## src/rtl/fetch_queue.sv

```systemverilog
// Instruction-fetch front end: owns the fetch PC, issues word requests to
// instruction memory, buffers responses in order and presents {pc, instr}
// to decode over a valid/ready handshake. A redirect flushes the queue and
// arranges for in-flight responses to be discarded as they return.
module fetch_queue #(
  parameter logic [31:0] RESET_PC = 32'h0000_0000,
  parameter int          DEPTH    = 2
) (
  input  logic        clk,
  input  logic        reset,
  output logic        imem_req_valid,
  input  logic        imem_req_ready,
  output logic [31:0] imem_req_addr,
  input  logic        imem_rsp_valid,
  input  logic [31:0] imem_rsp_data,
  input  logic        redirect_valid,
  input  logic [31:0] redirect_pc,
  output logic        if_valid,
  input  logic        if_ready,
  output logic [31:0] if_pc,
  output logic [31:0] if_pcplus4,
  output logic [31:0] if_instr
);

  localparam int PTR_W = $clog2(DEPTH);
  localparam int CNT_W = $clog2(DEPTH + 1);
  localparam logic [CNT_W:0] DEPTH_C = (CNT_W + 1)'(DEPTH);

  typedef logic [PTR_W-1:0] ptr_t;
  typedef logic [CNT_W-1:0] cnt_t;

  // Control state
  logic [31:0]      fetch_pc_q, fetch_pc_d;
  ptr_t             head_q, head_d;
  ptr_t             tail_q, tail_d;
  ptr_t             fill_q, fill_d;
  cnt_t             alloc_cnt_q, alloc_cnt_d;
  cnt_t             unfilled_cnt_q, unfilled_cnt_d;
  cnt_t             discard_cnt_q, discard_cnt_d;
  logic [DEPTH-1:0] filled_q, filled_d;

  // Entry payload (data only, never reset)
  logic [31:0]      ent_pc_q    [DEPTH];
  logic [31:0]      ent_pc_d    [DEPTH];
  logic [31:0]      ent_instr_q [DEPTH];
  logic [31:0]      ent_instr_d [DEPTH];

  // Registered head view presented to decode
  logic             if_valid_q, if_valid_d;
  logic [31:0]      if_pc_q, if_pc_d;
  logic [31:0]      if_instr_q, if_instr_d;

  logic             accept;
  logic             pop;
  logic             rsp_fill;
  logic             rsp_drop;
  logic [CNT_W:0]   credit_used;
  logic [CNT_W:0]   outstanding;
  logic [CNT_W:0]   rsp_ext;
  logic             unused_redirect_lsbs;

  // The low two redirect bits are forced to zero and otherwise unused.
  assign unused_redirect_lsbs = ^redirect_pc[1:0];

  // Credit uses only registered counts so if_ready never reaches imem_req_valid.
  assign credit_used    = {1'b0, alloc_cnt_q} + {1'b0, discard_cnt_q};
  assign outstanding    = {1'b0, unfilled_cnt_q} + {1'b0, discard_cnt_q};
  assign rsp_ext        = {{CNT_W{1'b0}}, imem_rsp_valid};

  assign imem_req_valid = !reset && !redirect_valid && (credit_used < DEPTH_C);
  assign imem_req_addr  = fetch_pc_q;
  assign accept         = imem_req_valid && imem_req_ready;
  assign pop            = if_valid_q && if_ready;
  assign rsp_drop       = imem_rsp_valid && (discard_cnt_q != '0);
  assign rsp_fill       = imem_rsp_valid && (discard_cnt_q == '0);

  assign if_valid       = if_valid_q;
  assign if_pc          = if_pc_q;
  assign if_pcplus4     = if_pc_q + 32'd4;
  assign if_instr       = if_instr_q;

  // Next-state of the queue: redirect flushes, otherwise allocate/fill/pop.
  always_comb begin
    fetch_pc_d     = fetch_pc_q;
    head_d         = head_q;
    tail_d         = tail_q;
    fill_d         = fill_q;
    alloc_cnt_d    = alloc_cnt_q;
    unfilled_cnt_d = unfilled_cnt_q;
    discard_cnt_d  = discard_cnt_q;
    filled_d       = filled_q;
    ent_pc_d       = ent_pc_q;
    ent_instr_d    = ent_instr_q;

    if (redirect_valid) begin
      // Everything still owed by memory becomes a discard, less any
      // response arriving right now (it is dropped here).
      fetch_pc_d     = {redirect_pc[31:2], 2'b00};
      head_d         = '0;
      tail_d         = '0;
      fill_d         = '0;
      alloc_cnt_d    = '0;
      unfilled_cnt_d = '0;
      filled_d       = '0;
      discard_cnt_d  = cnt_t'(outstanding - rsp_ext);
    end else begin
      if (accept) begin
        ent_pc_d[tail_q] = fetch_pc_q;
        filled_d[tail_q] = 1'b0;
        tail_d           = tail_q + 1'b1;
        fetch_pc_d       = fetch_pc_q + 32'd4;
      end
      if (rsp_drop) begin
        discard_cnt_d = discard_cnt_q - 1'b1;
      end
      // Responses return in order, so they always land on the oldest
      // unfilled entry; that is never the head being popped.
      if (rsp_fill) begin
        ent_instr_d[fill_q] = imem_rsp_data;
        filled_d[fill_q]    = 1'b1;
        fill_d              = fill_q + 1'b1;
      end
      if (pop) begin
        filled_d[head_q] = 1'b0;
        head_d           = head_q + 1'b1;
      end
      alloc_cnt_d    = alloc_cnt_q + cnt_t'(accept) - cnt_t'(pop);
      unfilled_cnt_d = unfilled_cnt_q + cnt_t'(accept) - cnt_t'(rsp_fill);
    end
  end

  // Head view for the next cycle; pc/instr hold while the head is empty.
  always_comb begin
    if_valid_d = !redirect_valid && filled_d[head_d];
    if_pc_d    = if_pc_q;
    if_instr_d = if_instr_q;
    if (if_valid_d) begin
      if_pc_d    = ent_pc_d[head_d];
      if_instr_d = ent_instr_d[head_d];
    end
  end

  // Control and output registers with synchronous reset.
  always_ff @(posedge clk) begin
    if (reset) begin
      fetch_pc_q     <= RESET_PC;
      head_q         <= '0;
      tail_q         <= '0;
      fill_q         <= '0;
      alloc_cnt_q    <= '0;
      unfilled_cnt_q <= '0;
      discard_cnt_q  <= '0;
      filled_q       <= '0;
      if_valid_q     <= 1'b0;
      if_pc_q        <= '0;
      if_instr_q     <= '0;
    end else begin
      fetch_pc_q     <= fetch_pc_d;
      head_q         <= head_d;
      tail_q         <= tail_d;
      fill_q         <= fill_d;
      alloc_cnt_q    <= alloc_cnt_d;
      unfilled_cnt_q <= unfilled_cnt_d;
      discard_cnt_q  <= discard_cnt_d;
      filled_q       <= filled_d;
      if_valid_q     <= if_valid_d;
      if_pc_q        <= if_pc_d;
      if_instr_q     <= if_instr_d;
    end
  end

  // Entry payload storage; validity is tracked by filled_q, so no reset.
  always_ff @(posedge clk) begin
    ent_pc_q    <= ent_pc_d;
    ent_instr_q <= ent_instr_d;
  end

  // Structural invariants of the credit scheme.
  a_alloc_bound : assert property (@(posedge clk) disable iff (reset)
    ({1'b0, alloc_cnt_q} <= DEPTH_C));
  a_credit_bound : assert property (@(posedge clk) disable iff (reset)
    (credit_used <= DEPTH_C));
  a_no_orphan_rsp : assert property (@(posedge clk) disable iff (reset)
    (imem_rsp_valid |-> (outstanding != '0)));

endmodule
```

## config.mk

```make
export PLATFORM = sky130hd
export DESIGN_NAME = fetch_queue
export DESIGN_NICKNAME = d
export VERILOG_FILES = /design/src/rtl/fetch_queue.sv
export SDC_FILE = /design/constraint.sdc
export NUM_CORES = 1
export LEC_CHECK = 0
export BUFFER_PORTS_ARGS = -buffer_cell sky130_fd_sc_hd__buf_2
export CAP_MARGIN = 20
export CORE_MARGIN = 3
export CORE_UTILIZATION = 38
export CTS_CLUSTER_DIAMETER = 120
export DETAILED_ROUTE_END_ITERATION = 8
export GPL_ROUTABILITY_DRIVEN = 0
export PLACE_DENSITY = 0.66
export SLEW_MARGIN = 10
export SYNTH_ARGS = -nofsm -noshare
export SYNTH_HDL_FRONTEND = slang
export SYNTH_SLANG_ARGS = --single-unit
export TNS_END_PERCENT = 30
```

## constraint.sdc

```tcl
create_clock -name clk -period 2.9 [get_ports clk]
set_clock_uncertainty 0.1 [all_clocks]
set_input_delay 0.29 -clock clk [delete_from_list [all_inputs] [get_ports clk]]
set_output_delay 0.29 -clock clk [all_outputs]
set_load 0.02 [all_outputs]
```

==> impl_table.tex <==
\begin{tabular}{lr}
\hline
Metric & Value \\
\hline
\multicolumn{2}{l}{\textbf{Global route}} \\
\quad Number of antenna violations at the first check in global routing & 4 \\
\quad Wire length of the first global-routing pass & 50,200 um \\
\quad Overall track demand over capacity in global routing & 19.5\% \\
\quad Busiest metal layer after global routing & met2 \\
\quad Remaining global-route overflow & 0 \\
\quad Met2 Resource Use GR & 32.3\% \\
\quad M1 GR Usage & 25.5\% \\
\quad Vias in the first global route & 9,445 \\
\quad Maximum number of pins on one net before global-route repair & 61 \\
\quad Global-route track usage on met3 & 5.28\% \\
\multicolumn{2}{l}{\textbf{Layout}} \\
\quad Fin area & 14,000 um2 \\
\quad Fin cells & 1,747 \\
\quad Antenna diode count & 0 \\
\quad Area added between synthesis and finish & 26.4\% \\
\quad Fill cells & 2,556 \\
\quad Share of layout cells above drive strength 1 & 32.3\% \\
\quad Nets & 1,432 \\
\multicolumn{2}{l}{\textbf{Pwr}} \\
\quad Post-route total power & 9.83 mW \\
\quad Flop pwr share & 44.7\% \\
\quad Clock share of power & 32.7\% \\
\quad P\_int & 6.98 mW \\
\quad Switching Share & 29.0\% \\
\quad Reported leakage power & 5.60 nW \\
\quad Total power divided by cell area & 701 nW/um2 \\
\quad Gate power share & 22.6\% \\
\quad Sw power & 2.85 mW \\
\quad Worst IR drop on VDD & 462 uV \\
\multicolumn{2}{l}{\textbf{Critical path}} \\
\quad Register-to-Register Path Depth & 9 \\
\quad Launch point of the worst path & alloc\_cnt\_q[0] \\
\quad Maximum fanout along the worst path & 33 \\
\quad Critical path cell sequence & and2\_1 > fa\_1 > or3b\_4 > o31ai\_2 > a32o\_4 > buf\_12 > buf\_4 > nand2\_1 > a21oi\_1 \\
\quad CP max stage delay & 0.46 ns \\
\quad Setup crit end kind & flop \\
\quad Worst setup path end & if\_pc[21] \\
\quad Library cell contributing the largest single delay on the critical path & fa\_1 \\
\quad Category of the worst setup path launch point & flop \\
\quad FF-to-FF Start & alloc\_cnt\_q[0] \\
\quad Start-to-end type of the worst setup path & flop to flop \\
\quad Data arrival, critical path & 3.12 ns \\
\quad Register-to-register setup slack & 0.12 ns \\
\quad Crit path required time & 3.24 ns \\
\quad Destination of the worst register-to-register timing path & if\_pc[21] \\
\multicolumn{2}{l}{\textbf{Drt}} \\
\quad DR pass1 iterations & 5 \\
\quad Number of design-rule violations left by the first detailed-router iteration & 601 \\
\quad Per-cell via count in the routed design & 5.57 \\
\quad Final routed wire length divided by cell count & 18.1 um \\
\quad Count of vias placed by the detailed router & 9,733 \\
\quad Final Routed Wirelength & 31,700 um \\
\quad Remaining DRCs & 0 \\
\quad Remaining number of nets flagged by the antenna check after routing & 0 \\
\multicolumn{2}{l}{\textbf{Yosys}} \\
\quad Area share of the largest cell type after synthesis & 42.2\% \\
\quad Number of distinct library cells after synthesis & 71 \\
\quad Leading cell types by total area after synthesis & dfxtp\_1 (42\%), mux2\_2 (13\%), o221ai\_1 (4.6\%) \\
\quad Cell taking the most area after synthesis & dfxtp\_1 \\
\quad Synth Area per Inst & 9.88 um2 \\
\quad Instance count of the mapped netlist & 1,122 \\
\quad EDFF count, synth & 0 \\
\quad Register area share after synthesis & 42.2\% \\
\quad Number of synthesized register bits & 234 \\
\quad Netlist area before placement & 11,100 um2 \\
\quad Count of yosys warnings during synthesis & 0 \\
\quad Most used flip-flop cell after synthesis & dfxtp\_1 \\
\quad Proportion of register bits with asynchronous set or reset after synthesis & 0\% \\
\multicolumn{2}{l}{\textbf{Min path}} \\
\quad Class of the worst hold path & primary input to flop \\
\multicolumn{2}{l}{\textbf{Floorplanning}} \\
\quad Die footprint & 31,300 um2 \\
\quad Chip height & 177 um \\
\quad \# IOs & 200 \\
\quad Rows & 61 \\
\quad Initial cell density of the core & 39.3\% \\
\quad Area of the core & 28,200 um2 \\
\quad Floorplan die width & 177 um \\
\multicolumn{2}{l}{\textbf{STA}} \\
\quad Actual slew at the worst max-slew pin & 0.544 ns \\
\quad Final cycle utilization of the critical path & 95.7\% \\
\quad Remaining max-slew budget at the tightest pin & 63.7\% \\
\quad RSZ-0062 raised after global routing & yes \\
\quad Time the final worst path needs with I/O delays and setup & 2.78 ns \\
\quad Finish-stage setup viols & 0 \\
\quad Worst hold slack after final layout & 0.0301 ns \\
\quad Final-report hold violation count & 0 \\
\quad Number of max-slew violations in the final report & 0 \\
\quad Upper clock frequency limit & 360 MHz \\
\multicolumn{2}{l}{\textbf{Clocking}} \\
\quad CTS tree & done \\
\quad Num Clock Sinks & 234 \\
\quad CTS buffer count & 27 \\
\quad Post-CTS Repair Setup Buffers & 0 \\
\quad Clock latency reported for the late side of the worst-skew pair & 0.53 ns \\
\quad Clock transition at the register clock pins on the worst setup and hold paths after CTS & 0.06 ns \\
\quad Maximum root-to-sink buffer count & 3 \\
\quad Buffer type at the clock tree root & clkbuf\_16 \\
\quad CTS H-tree lvls & 1 \\
\multicolumn{2}{l}{\textbf{Placed design}} \\
\quad Placed instance area & 12,500 um2 \\
\quad Placed insts & 1,640 \\
\quad Number of port buffers & 195 \\
\quad HPWL Detailed & 20,300 um \\
\multicolumn{2}{l}{\textbf{Run status}} \\
\quad Status & finished, final reports clean \\
\multicolumn{2}{l}{\textbf{Job}} \\
\quad Max-cap violations & 0 \\
\hline
\end{tabular}
==> cells in the final DEF, fill, tap and decap left out, drive strengths merged, types with 3 or more instances in the layout <==
cell	instances
mux2i	30
dfxtp	234
or3	3
a21oi	82
nand2	112
xor2	19
o211ai	40
nand4	22
a221oi	5
o22a	32
or2	3
nor3	7
nor4	8
dlygate4sd3	61
a211o	5
o221ai	58
a31oi	3
xnor2	38
o21a	5
clkbuf	40
a211oi	12
inv	16
nand3	30
buf	242
a221o	24
and2	13
o21ai	7
clkinv	4
and3	10
and4	5
mux2	126
ha	9
nor2	30
==> layer usage <==
metal / vias up / wire length, um
met4: 8 / 503
met5: - / 48
li1: 4652 / -
met3: 50 / 2720
met2: 339 / 14500
met1: 4684 / 13900
==> cell usage after synthesis (19+ instances only) <==
cell type / n
o211ai_1: 40
a221o_1: 24
o221ai_1: 58
buf_2: 22
mux2_2: 125
xor2_1: 19
dfxtp_1: 234
xnor2_1: 38
nand2_1: 112
o22a_1: 32
clkbuf_1: 62
a21oi_1: 81
nand4_1: 21
nand3_1: 28
mux2i_1: 30
nor2_1: 29
==> layout make-up <==
type                            count  area (um2)  share of cell area, %
Sequential cell                   234        4700                   33.5
Multi-Input combinational cell    770        5930                   42.3
Clock buffer                       40         774                   5.53
Clock inverter                      6        61.3                  0.437
Tap cell                          378         473                   3.37
Inverter                           16        60.1                  0.428
Timing Repair Buffer              303        2020                   14.4
==> cells by family (layout without fill, tap and decap cells) <==
kind of cell | Yosys count | count (layout) | share of synthesized area, %
compound gates | 289 | 289 | 19.5
simple gates | 256 | 256 | 12.1
flops | 234 | 234 | 42.2
mux | 156 | 156 | 15.5
buf+inv | 119 | 365 | 4.95
xor+xnor | 57 | 57 | 4.50
fa+ha+maj | 10 | 10 | 1.20
other cells | 1 | 2 | 0.0338
==> per-stage QoR <==
stage	TNS (ns)	setup slack, ns	utilization, %
6_report	0	0.125	49.6
5_1_grt	-0.0701	-0.0179	49.6
2_1_floorplan	0	0.00404	-
3_5_place_dp	0	0.0770	44.4
3_3_place_gp	0	0.130	44.4
4_1_cts	0	0.0168	49.5
==> how the worst min path moves through the flow <==
| stage | from | slack [ns] | end | cells past startpoint |
|---|---|---|---|---|
| after floorplan | ent_pc_q[0] | 0.32 | ent_pc_q[0] | 1 |
| after global placement | ent_pc_q[1] | 0.34 | ent_pc_q[1] | 1 |
| after detailed placement | ent_pc_q[1] | 0.34 | ent_pc_q[1] | 1 |
| after CTS | redirect_pc[30] | 0.0006 | imem_req_addr[30] | 3 |
| after global routing | redirect_pc[29] | 0.06 | imem_req_addr[29] | 3 |
| final | redirect_pc[30] | 0.03 | imem_req_addr[30] | 3 |
==> flip-flops by register name, indices dropped and copies added (netlist names) <==
name            count
filled_q            2
ent_instr_q        64
discard_cnt_q       2
fill_q              1
if_instr           32
if_valid            1
alloc_cnt_q         2
tail_q              1
ent_pc_q           64
if_pc              32
head_q              1
unfilled_cnt_q      2
imem_req_addr      30
==> worst max-delay path: cells and delay by family, from the launching register on <==
kind | cells | cell delay (ns)
AOI/OAI and AO/OA | 3 | 0.76
DFF | 1 | 0.31
buffers and inverters | 2 | 0.38
and+or+nand+nor | 3 | 0.66
adders and majority gates | 1 | 0.46
==> power by group through the flow <==
| stage | registers [mW] | logic [mW] | clock network [mW] |
|---|---|---|---|
| floorplan | 4.48 | 1.46 | 0 |
| detailed placement | 4.45 | 2.16 | 0 |
| finish | 4.39 | 2.22 | 3.22 |
| CTS | 4.39 | 2.23 | 3.29 |
| global route | 4.49 | 2.43 | 3.42 |
| global placement | 4.40 | 2.11 | 0 |
==> what timing repair did <==
item / in CTS / in global routing
resized for setup: 2 / 13
hold buffers: 61 / 0
endpoints found under the setup margin: 1 / 22
pin swaps: 0 / 1
hold endpoints to repair: 103 / 0
Note: power is estimated with default switching activity, not from simulation.
